File: config.mk
export PLATFORM = sky130hd
export DESIGN_NAME = pool_wr_arbiter
export DESIGN_NICKNAME = d
export VERILOG_FILES = /design/src/rtl/pool_pkg.sv /design/src/rtl/pool_lane_fifo.sv /design/src/rtl/pool_wr_arbiter.sv
export SDC_FILE = /design/constraint.sdc
export NUM_CORES = 1
export LEC_CHECK = 0
export CAP_MARGIN = 20
export CELL_PAD_IN_SITES_DETAIL_PLACEMENT = 1
export CELL_PAD_IN_SITES_GLOBAL_PLACEMENT = 2
export CORE_UTILIZATION = 49
export CTS_CLUSTER_SIZE = 12
export DETAILED_ROUTE_END_ITERATION = 6
export GPL_ROUTABILITY_DRIVEN = 0
export MAX_ROUTING_LAYER = met4
export PLACE_DENSITY = 0.9
export RECOVER_POWER = 50
export SYNTH_ARGS = -nofsm -noshare
export SYNTH_HDL_FRONTEND = slang
export SYNTH_SLANG_ARGS = --single-unit
File: constraint.sdc
create_clock -name clk -period 17.8 [get_ports clk]
set_input_delay 3.56 -clock clk [delete_from_list [all_inputs] [get_ports clk]]
set_output_delay 3.56 -clock clk [all_outputs]
set_load 0.01 [all_outputs]
File: src/rtl/pool_pkg.sv
// Shared types and sizing for the pooling-array write arbiter.
package pool_pkg;

  localparam int unsigned POOL_NUM      = 16;
  localparam int unsigned DATA_WIDTH    = 8;
  localparam int unsigned ADDRESS_WIDTH = 10;
  localparam int unsigned FIFO_DEPTH    = 4;
  localparam int unsigned LANE_IDX_W    = $clog2(POOL_NUM);

  typedef struct packed {
    logic                     last;
    logic [DATA_WIDTH-1:0]    data;
    logic [ADDRESS_WIDTH-1:0] addr;
  } pool_entry_t;

  typedef enum logic [1:0] {
    IDLE  = 2'd0,
    RUN   = 2'd1,
    DRAIN = 2'd2
  } pool_arb_state_t;

endpackage

File: src/rtl/pool_lane_fifo.sv
// Per-lane FIFO of pool entries; a push into a full FIFO succeeds only when
// the head is popped in the same cycle, otherwise the new entry is dropped.
module pool_lane_fifo
  import pool_pkg::*;
#(
  parameter int unsigned DEPTH = FIFO_DEPTH
) (
  input  logic        clk,
  input  logic        rst,
  input  logic        push,
  input  pool_entry_t din,
  input  logic        pop,
  output pool_entry_t head_c,
  output logic        full_c,
  output logic        empty_c
);

  localparam int unsigned PTR_W = $clog2(DEPTH);
  localparam int unsigned CNT_W = PTR_W + 1;

  pool_entry_t      mem [DEPTH];
  logic [PTR_W-1:0] wr_ptr;
  logic [PTR_W-1:0] rd_ptr;
  logic [CNT_W-1:0] count;
  logic             do_push;
  logic             do_pop;

  assign full_c  = (count == CNT_W'(DEPTH));
  assign empty_c = (count == '0);
  assign do_pop  = pop && !empty_c;
  assign do_push = push && (!full_c || do_pop);
  assign head_c  = mem[rd_ptr];

  always_ff @(posedge clk) begin
    if (rst) begin
      wr_ptr <= '0;
      rd_ptr <= '0;
      count  <= '0;
    end else begin
      if (do_push) wr_ptr <= wr_ptr + PTR_W'(1);
      if (do_pop)  rd_ptr <= rd_ptr + PTR_W'(1);
      case ({do_push, do_pop})
        2'b10:   count <= count + CNT_W'(1);
        2'b01:   count <= count - CNT_W'(1);
        default: count <= count;
      endcase
    end
  end

  // Storage is not reset; occupancy is tracked by count alone.
  always_ff @(posedge clk) begin
    if (do_push) mem[wr_ptr] <= din;
  end

endmodule

File: src/rtl/pool_wr_arbiter.sv
// Round-robin drain of per-lane result FIFOs onto one SRAM write port, with
// frame sequencing. Define POOL_WR_ARB_OVF_CHECK_EN for the sticky overflow flag.
module pool_wr_arbiter #(
  parameter int unsigned POOL_NUM      = pool_pkg::POOL_NUM,
  parameter int unsigned DATA_WIDTH    = pool_pkg::DATA_WIDTH,
  parameter int unsigned ADDRESS_WIDTH = pool_pkg::ADDRESS_WIDTH,
  parameter int unsigned FIFO_DEPTH    = pool_pkg::FIFO_DEPTH
) (
  input  logic                                      clk,
  input  logic                                      rst,
  input  logic                                      start_i,
  input  logic                                      pool_last_i [POOL_NUM],
  input  logic [POOL_NUM-1:0]                       pool_valid_i,
  input  logic [DATA_WIDTH-1:0]                     pool_result_i [POOL_NUM],
  input  logic [ADDRESS_WIDTH-1:0]                  pool_result_address_i [POOL_NUM],
  output logic                                      wr_valid_o,
  input  logic                                      wr_ready_i,
  output logic [ADDRESS_WIDTH+$clog2(POOL_NUM)-1:0] wr_addr_o,
  output logic [DATA_WIDTH-1:0]                     wr_data_o,
  output logic                                      wr_last_o,
  output logic                                      busy_o,
  output logic                                      done_o,
  output logic                                      ovf_o
);

  localparam int unsigned LANE_IDX_W = $clog2(POOL_NUM);

  pool_pkg::pool_entry_t     head_c [POOL_NUM];
  pool_pkg::pool_entry_t     head_sel_c;
  pool_pkg::pool_arb_state_t state;
  pool_pkg::pool_arb_state_t state_nxt;
  logic [POOL_NUM-1:0]       empty_vec;
  logic [POOL_NUM-1:0]       full_vec;
  logic [POOL_NUM-1:0]       last_vec;
  logic [POOL_NUM-1:0]       pop_c;
  logic [POOL_NUM-1:0]       last_seen;
  logic [POOL_NUM-1:0]       last_seen_nxt;
  logic [LANE_IDX_W-1:0]     rr_ptr;
  logic [LANE_IDX_W-1:0]     grant_c;
  logic                      grant_vld_c;
  logic                      load_c;
  logic                      done_c;

  for (genvar i = 0; i < int'(POOL_NUM); i++) begin : g_lane
    assign last_vec[i] = pool_last_i[i];

    pool_lane_fifo #(.DEPTH(FIFO_DEPTH)) u_fifo (
      .clk     (clk),
      .rst     (rst),
      .push    (pool_valid_i[i]),
      .din     ({pool_last_i[i], pool_result_i[i], pool_result_address_i[i]}),
      .pop     (pop_c[i]),
      .head_c  (head_c[i]),
      .full_c  (full_vec[i]),
      .empty_c (empty_vec[i])
    );
  end

  // Round-robin search starting one past the last granted lane.
  always_comb begin : p_arb
    logic [LANE_IDX_W-1:0] idx;
    idx         = '0;
    grant_c     = rr_ptr;
    grant_vld_c = 1'b0;
    for (int k = 1; k <= int'(POOL_NUM); k++) begin
      idx = rr_ptr + LANE_IDX_W'(k);
      if (!grant_vld_c && !empty_vec[idx]) begin
        grant_c     = idx;
        grant_vld_c = 1'b1;
      end
    end
  end

  assign load_c     = !wr_valid_o || wr_ready_i;
  assign head_sel_c = head_c[grant_c];

  always_comb begin
    pop_c = '0;
    if (load_c && grant_vld_c) pop_c[grant_c] = 1'b1;
  end

  // Output register holds steady while a write is stalled.
  always_ff @(posedge clk) begin
    if (rst) begin
      wr_valid_o <= 1'b0;
      wr_addr_o  <= '0;
      wr_data_o  <= '0;
      wr_last_o  <= 1'b0;
      rr_ptr     <= LANE_IDX_W'(POOL_NUM - 1);
    end else if (load_c) begin
      wr_valid_o <= grant_vld_c;
      if (grant_vld_c) begin
        wr_addr_o <= {grant_c, head_sel_c.addr};
        wr_data_o <= head_sel_c.data;
        wr_last_o <= head_sel_c.last;
        rr_ptr    <= grant_c;
      end
    end
  end

  always_ff @(posedge clk) begin
    if (rst) begin
      state     <= pool_pkg::IDLE;
      last_seen <= '0;
      busy_o    <= 1'b0;
      done_o    <= 1'b0;
    end else begin
      state     <= state_nxt;
      last_seen <= last_seen_nxt;
      busy_o    <= (state_nxt != pool_pkg::IDLE);
      done_o    <= done_c;
    end
  end

  // Frame completion is judged on last flags, not on result counts.
  always_comb begin
    state_nxt     = state;
    last_seen_nxt = last_seen;
    done_c        = 1'b0;
    case (state)
      pool_pkg::IDLE: begin
        if (start_i) begin
          state_nxt     = pool_pkg::RUN;
          last_seen_nxt = '0;
        end
      end
      pool_pkg::RUN: begin
        last_seen_nxt = last_seen | (pool_valid_i & last_vec);
        if (&last_seen) state_nxt = pool_pkg::DRAIN;
      end
      pool_pkg::DRAIN: begin
        if ((&empty_vec) && load_c && !(|pool_valid_i)) begin
          state_nxt = pool_pkg::IDLE;
          done_c    = 1'b1;
        end
      end
      default: state_nxt = pool_pkg::IDLE;
    endcase
  end

`ifdef POOL_WR_ARB_OVF_CHECK_EN
  logic [POOL_NUM-1:0] drop_c;

  assign drop_c = pool_valid_i & full_vec & ~pop_c;

  always_ff @(posedge clk) begin
    if (rst) ovf_o <= 1'b0;
    else     ovf_o <= (ovf_o && !start_i) || (|drop_c);
  end

  a_no_drop: assert property (@(posedge clk) disable iff (rst) drop_c == '0)
    else $error("pool_wr_arbiter: push dropped, lanes %b", drop_c);
`else
  logic unused_full_c;

  assign unused_full_c = ^full_vec;
  assign ovf_o         = 1'b0;
`endif

endmodule

==> results of run 1 <==
synth_stat cells (9+ instances only):
master     instances
nand2b_1          14
a2111oi_0         10
mux2i_1          169
buf_2             33
nor4_1            13
xnor2_1           47
edfxtp_1        1216
a211oi_1          16
mux4_2           333
o21bai_1          11
a22oi_1            9
ha_1              81
nand3_1           76
mux2_2            29
fa_1              16
or3_1             31
nand2_1          134
nand4_1           16
buf_4             11
and2_1            62
a32oi_1           17
o21ai_0           46
nor3_1            49
buf_1             18
dfxtp_1          192
a21oi_1           66
o21a_1            19
xor2_1            41
clkbuf_1          96
nor2_1           195
o22ai_1           19
inv_1             97
flip-flops by register name, indices dropped and copies added, names as in the netlist, named ones only:
name                  cells
g_lane.u_fifo.mem      1216
g_lane.u_fifo.count      48
g_lane.u_fifo.rd_ptr     32
g_lane.u_fifo.wr_ptr     32
last_seen                16
wr_addr_o                14
wr_data_o                 8
rr_ptr                    4
state                     2
busy_o                    1
done_o                    1
wr_last_o                 1
wr_valid_o                1
worst max-delay path, delay by kind of cell (launching register included):
kind | cells | cell delay [ns]
buf+inv | 7 | 4.53
fa+ha+maj | 3 | 1.82
simple gates | 5 | 2.10
compound gates | 6 | 2.43
mux | 1 | 0.23
flops | 1 | 0.30
xor+xnor | 1 | 0.16
per-stage QoR:
step                      worst slack, ns   util  hold WS (ns)
after detailed placement             9.53  0.538         0.476
after floorplan                     11.74      -         0.453
final                                6.04  0.577         0.483
after CTS                            9.47  0.577         0.486
after global routing                 5.56  0.577         0.514
after global placement               9.71  0.538         0.465
metal layers:
metal  global-route usage  wire, um  up-vias
li1                     -         -    14043
met2                0.471     84800     1676
met4                0.102      6120        0
met5                    -         0        -
met3               0.0479     14100      308
met1                0.389     68500    17669
logic make-up (layout without fill, tap and decap cells):
logic type / Yosys count / in the layout / share of synthesized area
compound gates: 300 / 300 / 0.0357
xor+xnor: 88 / 88 / 0.0132
fa+ha+maj: 97 / 97 / 0.0228
buf+inv: 261 / 765 / 0.0186
flops: 1408 / 1408 / 0.690
mux: 536 / 536 / 0.164
other cells: 1 / 42 / 0.0000641
simple gates: 645 / 645 / 0.0556
cell type report:
type                       instances  area share
multi-input combinational       1667       0.248
sequential                      1408       0.591
tap                             1536      0.0282
clock buffer                     219      0.0608
inverter                         100     0.00550
timing repair buffer             402      0.0572
clock inverter                    44     0.00721
antenna                           41     0.00150
final timing paths:
path	slack (ns)	end	startpoint
min	0.48	wr_addr_o[11]	wr_addr_o[11]
max reg2reg	6.04	g_lane[3].u_fifo.count[2]	rr_ptr[0]
max	6.04	g_lane[3].u_fifo.count[2]	rr_ptr[0]
min reg2reg	0.48	wr_addr_o[11]	wr_addr_o[11]
==> impl_metrics.yaml, run 1 <==
die:
  die_w_um: 347
  coreArea_um2: 118000
  die_area_um2: 121000
  initial_utilization: 0.494
  die_h_um: 347
  io-pin-count: 351
  rows: 126
route:
  ant_nets: 0
  wire_per_inst_um: 32.0
  drt_iter0_markers: 3981
  wirelength_um: 173000
  vias: 33696
  dr.pass1.iters: 5
  viasPerCell: 6.22
  drc: 0
timing:
  relSlewSlack: -1.31
  hold_viol_final: 0
  clock_skew_ns: 0.0358
  setup_viol: 0
  clock.fmax_ghz: 0.0850
  layout_worst_path_cycle_share: 0.661
  rsz0062_at_grt: "no"
  tightestPinTransition_ns: 3.46
  setup-tns-final_ns: 0
  finalMaxSlewViolations: 261
  period_minus_slack_ns: 11.76
placed_design:
  hpwl_um: 121000
  port_buffers: 349
  dp.cells: 5111
  post_dp_cell_area_um2: 63600
synthesis:
  yosysSeqAreaShare: 0.690
  syn-instance-count: 3336
  async_flop_share: 0
  synth_edf_count: 1216
  yosysWarnings: 0
  synth.largest_area_cell: "edfxtp_1"
  syn_area_um2: 58500
  avgSynthCellArea_um2: 17.5
  ys_ff_latch: 1408
  syn_nets: 3757
  synthFlopType: "edfxtp_1"
  synth_top_area_frac: 0.625
  ys_types: 77
  synth_area_leaders: "edfxtp_1 (62%), mux4_2 (13%), dfxtp_1 (6.6%), mux2i_1 (2.9%), ha_1 (1.7%)"
cts:
  cts_hold_buf: 0
  clockBufferDepth: 3
  cts.sinks: 1408
  path_clk_slew_ns: 0.06
  cts_root_buf: "clkbuf_16"
  cts_resized: 0
  h-tree-depth: 4
  cts_setup_buffers: 0
  cts_tree: "built"
  worstSkewPairLatency_ns: 0.77
  cts_buffers: 147
finish:
  fin_area_um2: 68200
  fillCellCount: 10622
  multi_input_area_um2: 16900
  final-seq-area_um2: 40400
  area_growth_pct: 16.7
  layout_common_cells: "edfxtp_1 (1216), mux4_2 (333), dlygate4sd3_1 (330)"
  layout-drive-gt1-share: 0.163
  stdcell_count: 5417
  mostFrequentLayoutCell: "edfxtp_1"
  fin_nets: 4147
setup_path:
  worstSetupStartpointType: "flip-flop"
  path_class: "flip-flop to flip-flop"
  arrival_ns: 12.41
  max_stage_delay_ns: 1.88
  critPathSlowestCell: "clkbuf_1"
  worst-path-max-fanout: 35
  r2r_cells: 23
  crit_chain: "clkbuf_1, inv_1, clkbuf_1, ha_1, inv_1, mux2i_1, a31oi_1, nand3_1, a211oi_1, nand4_1, o22a_1, a211oi_1, or2_0, clkbuf_1, nor4_1, o21a_1, inv_1, ha_1, inv_1, fa_1, xor2_1, or3_1, a21oi_1"
  cpMostUsedCell: "inv_1"
  endpoint_kind: "flip-flop"
  cp.required_ns: 18.45
status:
  violations: "capacitance limit, slew limit"
  status: "complete, but fails checks"
global_route:
  antenna_found_initial: 50
  grt_pass1_wl_um: 249000
  grt.overflow.total: 0
  grtUsageTotal: 0.296
  grt_max_degree: 75
  grt_pass1_vias: 34996
min_path:
  hold_class: "flip-flop to flip-flop"
  worstHoldPathCells: 2
run:
  maxCapViolCount: 6
Power of run 1 is not shown: default switching activity piles up to over one toggle a cycle in this logic, so the estimate is an artifact.
==> run 2: changes to the inputs <==
- CORE_UTILIZATION: 49 -> 41
- PLACE_DENSITY: 0.9 -> 0.81
- clock period: 17.8 -> 9.5 ns (I/O delays scaled with it)
==> run 2 against run 1 <==
  * Utilization decreased by 8.9 points
  * The flow finishes with violations (DRC, capacitance limit, slew limit)
  * Die area is 19% higher
  * Sequential share of layout area shrank 0.78 points
  * Non-clock buffer count is 80 higher
  * Worst setup slack got worse by 4.6 ns
  * Via count is 1.3% lower
  * Critical endpoint is now g_lane[8].u_fifo.count[2]
  * Largest cell class unchanged
==> impl_metrics.yaml, run 2 (synthesis gave the netlist of run 1 again) <==
setup_path:
  cp.depth: 21
  worstSetupStartpointType: "flip-flop"
  crit_chain: "buf_4, ha_1, xor2_1, mux4_2, mux2i_1, mux2i_1, a2111oi_4, nand4_1, a2111oi_0, a211oi_1, nor2_4, clkbuf_1, nor4_1, o21a_1, inv_1, ha_1, inv_1, fa_1, xor2_1, or3_1, a21oi_1"
  cp_num_buf_inv: 4
  max_stage_delay_ns: 0.83
  cp.required_ns: 10.19
  r2r_setup_slack_ns: 1.47
  endpoint_kind: "flip-flop"
  critical-path-top-delay-family: "compound AO/OA/AOI/OAI gates"
  path_class: "flip-flop to flip-flop"
  rr_startpoint: "rr_ptr[1]"
  r2r-end: "g_lane[8].u_fifo.count[2]"
  critPathSlowestCell: "clkbuf_1"
  worst-path-max-fanout: 16
  r2r_cells: 21
  arrival_ns: 8.73
route:
  wire_per_inst_um: 28.8
  wirelength_um: 168000
  dr.pass1.iters: 7
  vias: 33271
  drt_iter0_markers: 3162
  drc: 2
  viasPerCell: 5.69
  ant_nets: 0
run:
  maxCapViolCount: 3
cts:
  cts_tree: "built"
  cts_resized: 0
  clockBufferDepth: 3
  cts_hold_buf: 0
  h-tree-depth: 4
  cts.sinks: 1408
  cts_buffers: 150
  path_clk_slew_ns: 0.06
  worstSkewPairLatency_ns: 0.80
  cts_setup_buffers: 0
  cts_root_buf: "clkbuf_16"
min_path:
  min_from: "wr_addr_o[12]"
  hold_class: "flip-flop to flip-flop"
  min_to: "wr_addr_o[12]"
  worstHoldPathCells: 2
timing:
  clock_skew_ns: 0.0377
  period_minus_slack_ns: 8.03
  setup-tns-final_ns: 0
  relSlewSlack: -1.35
  hold_viol_final: 0
  setup_viol: 0
  clock.fmax_ghz: 0.124
  finalMaxSlewViolations: 188
  tightestPinTransition_ns: 3.53
  rsz0062_at_grt: "no"
  layout_worst_path_cycle_share: 0.846
placed_design:
  hpwl_um: 120000
  port_buffers: 349
finish:
  fin_nets: 4230
  mostFrequentLayoutCell: "edfxtp_1"
  layout_common_cells: "edfxtp_1 (1216), mux4_2 (333), dlygate4sd3_1 (330)"
  fillCellCount: 13476
  layout-drive-gt1-share: 0.178
  largest_reg_flops: 1216
  top_register: "g_lane.u_fifo.mem"
  area_growth_pct: 18.3
  top_regs: "g_lane.u_fifo.mem (1216), g_lane.u_fifo.count (48)"
global_route:
  grtUsageTotal: 0.239
  grt.overflow.total: 0
  grt_max_degree: 70
  grt_pass1_wl_um: 241000
  antenna_found_initial: 68
  grt_pass1_vias: 34174
die:
  initial_utilization: 0.413
  io-pin-count: 351
  rows: 138
  die_area_um2: 144000
  coreArea_um2: 142000
  die_w_um: 380
  die_h_um: 380
status:
  violations: "DRC, capacitance limit, slew limit"
  status: "complete, but fails checks"
-- run 2: cell count changes in the layout (fill, tap and decap cells not counted), sizes merged --
cell and delta:
diode -9, buf +81, clkbuf -7, bufinv -4
clkinv +11, inv +4
-- run 2: worst reg2reg max path, stage by stage, from the launching register on --
cell,delay [ns]
dfxtp_1,0.55
buf_4,0.34
ha_1,0.44
xor2_1,0.66
mux4_2,0.59
mux2i_1,0.15
mux2i_1,0.33
a2111oi_4,0.47
nand4_1,0.43
a2111oi_0,0.50
a211oi_1,0.16
nor2_4,0.52
clkbuf_1,0.85
nor4_1,0.30
o21a_1,0.34
inv_1,0.10
ha_1,0.18
inv_1,0.06
fa_1,0.37
xor2_1,0.15
or3_1,0.30
a21oi_1,0.14
-- run 2: worst max path at each step --
stage	start	slack, ns	to
after CTS	rr_ptr[1]	2.21	g_lane[7].u_fifo.count[2]
final	rr_ptr[1]	1.47	g_lane[8].u_fifo.count[2]
after floorplan	rr_ptr[0]	3.55	g_lane[4].u_fifo.mem[0][0]
after global placement	rr_ptr[1]	2.33	g_lane[7].u_fifo.count[2]
after global routing	rr_ptr[1]	0.98	g_lane[11].u_fifo.count[2]
after detailed placement	rr_ptr[1]	2.27	g_lane[7].u_fifo.count[2]
-- run 2: cell type report --
| class | instances | area (um^2) | area share |
|---|---|---|---|
| Timing Repair Buffer | 482 | 4490 | 0.0650 |
| Clock buffer | 213 | 4040 | 0.0584 |
| Tap cell | 1890 | 2360 | 0.0342 |
| Inverter | 100 | 375 | 0.00543 |
| Antenna cell | 32 | 80.1 | 0.00116 |
| Clock inverter | 55 | 512 | 0.00740 |
| Sequential cell | 1408 | 40400 | 0.584 |
| Multi-Input combinational cell | 1667 | 16900 | 0.245 |
-- run 2: per-stage QoR --
| stage | cells | area, um^2 | hold WS (ns) | worst slack [ns] | utilization |
|---|---|---|---|---|---|
| finish | 5847 | 69200 | 0.461 | 1.47 | 0.488 |
| global route | 5834 | 69100 | 0.493 | 0.975 | 0.488 |
| CTS | 5814 | 69200 | 0.470 | 2.21 | 0.489 |
| detailed placement | 5546 | 64700 | 0.456 | 2.27 | 0.457 |
| global placement | 5545 | 64600 | 0.444 | 2.33 | 0.457 |
| floorplan | 3336 | 58500 | 0.453 | 3.55 | - |
-- run 2: layer usage --
| metal | routed length, um | global-route usage |
|---|---|---|
| met1 | 70400 | 0.322 |
| met4 | 5170 | 0.0689 |
| met5 | 0 | - |
| met3 | 12800 | 0.0438 |
| met2 | 79900 | 0.370 |
Power of run 2 is left out for the same reason.
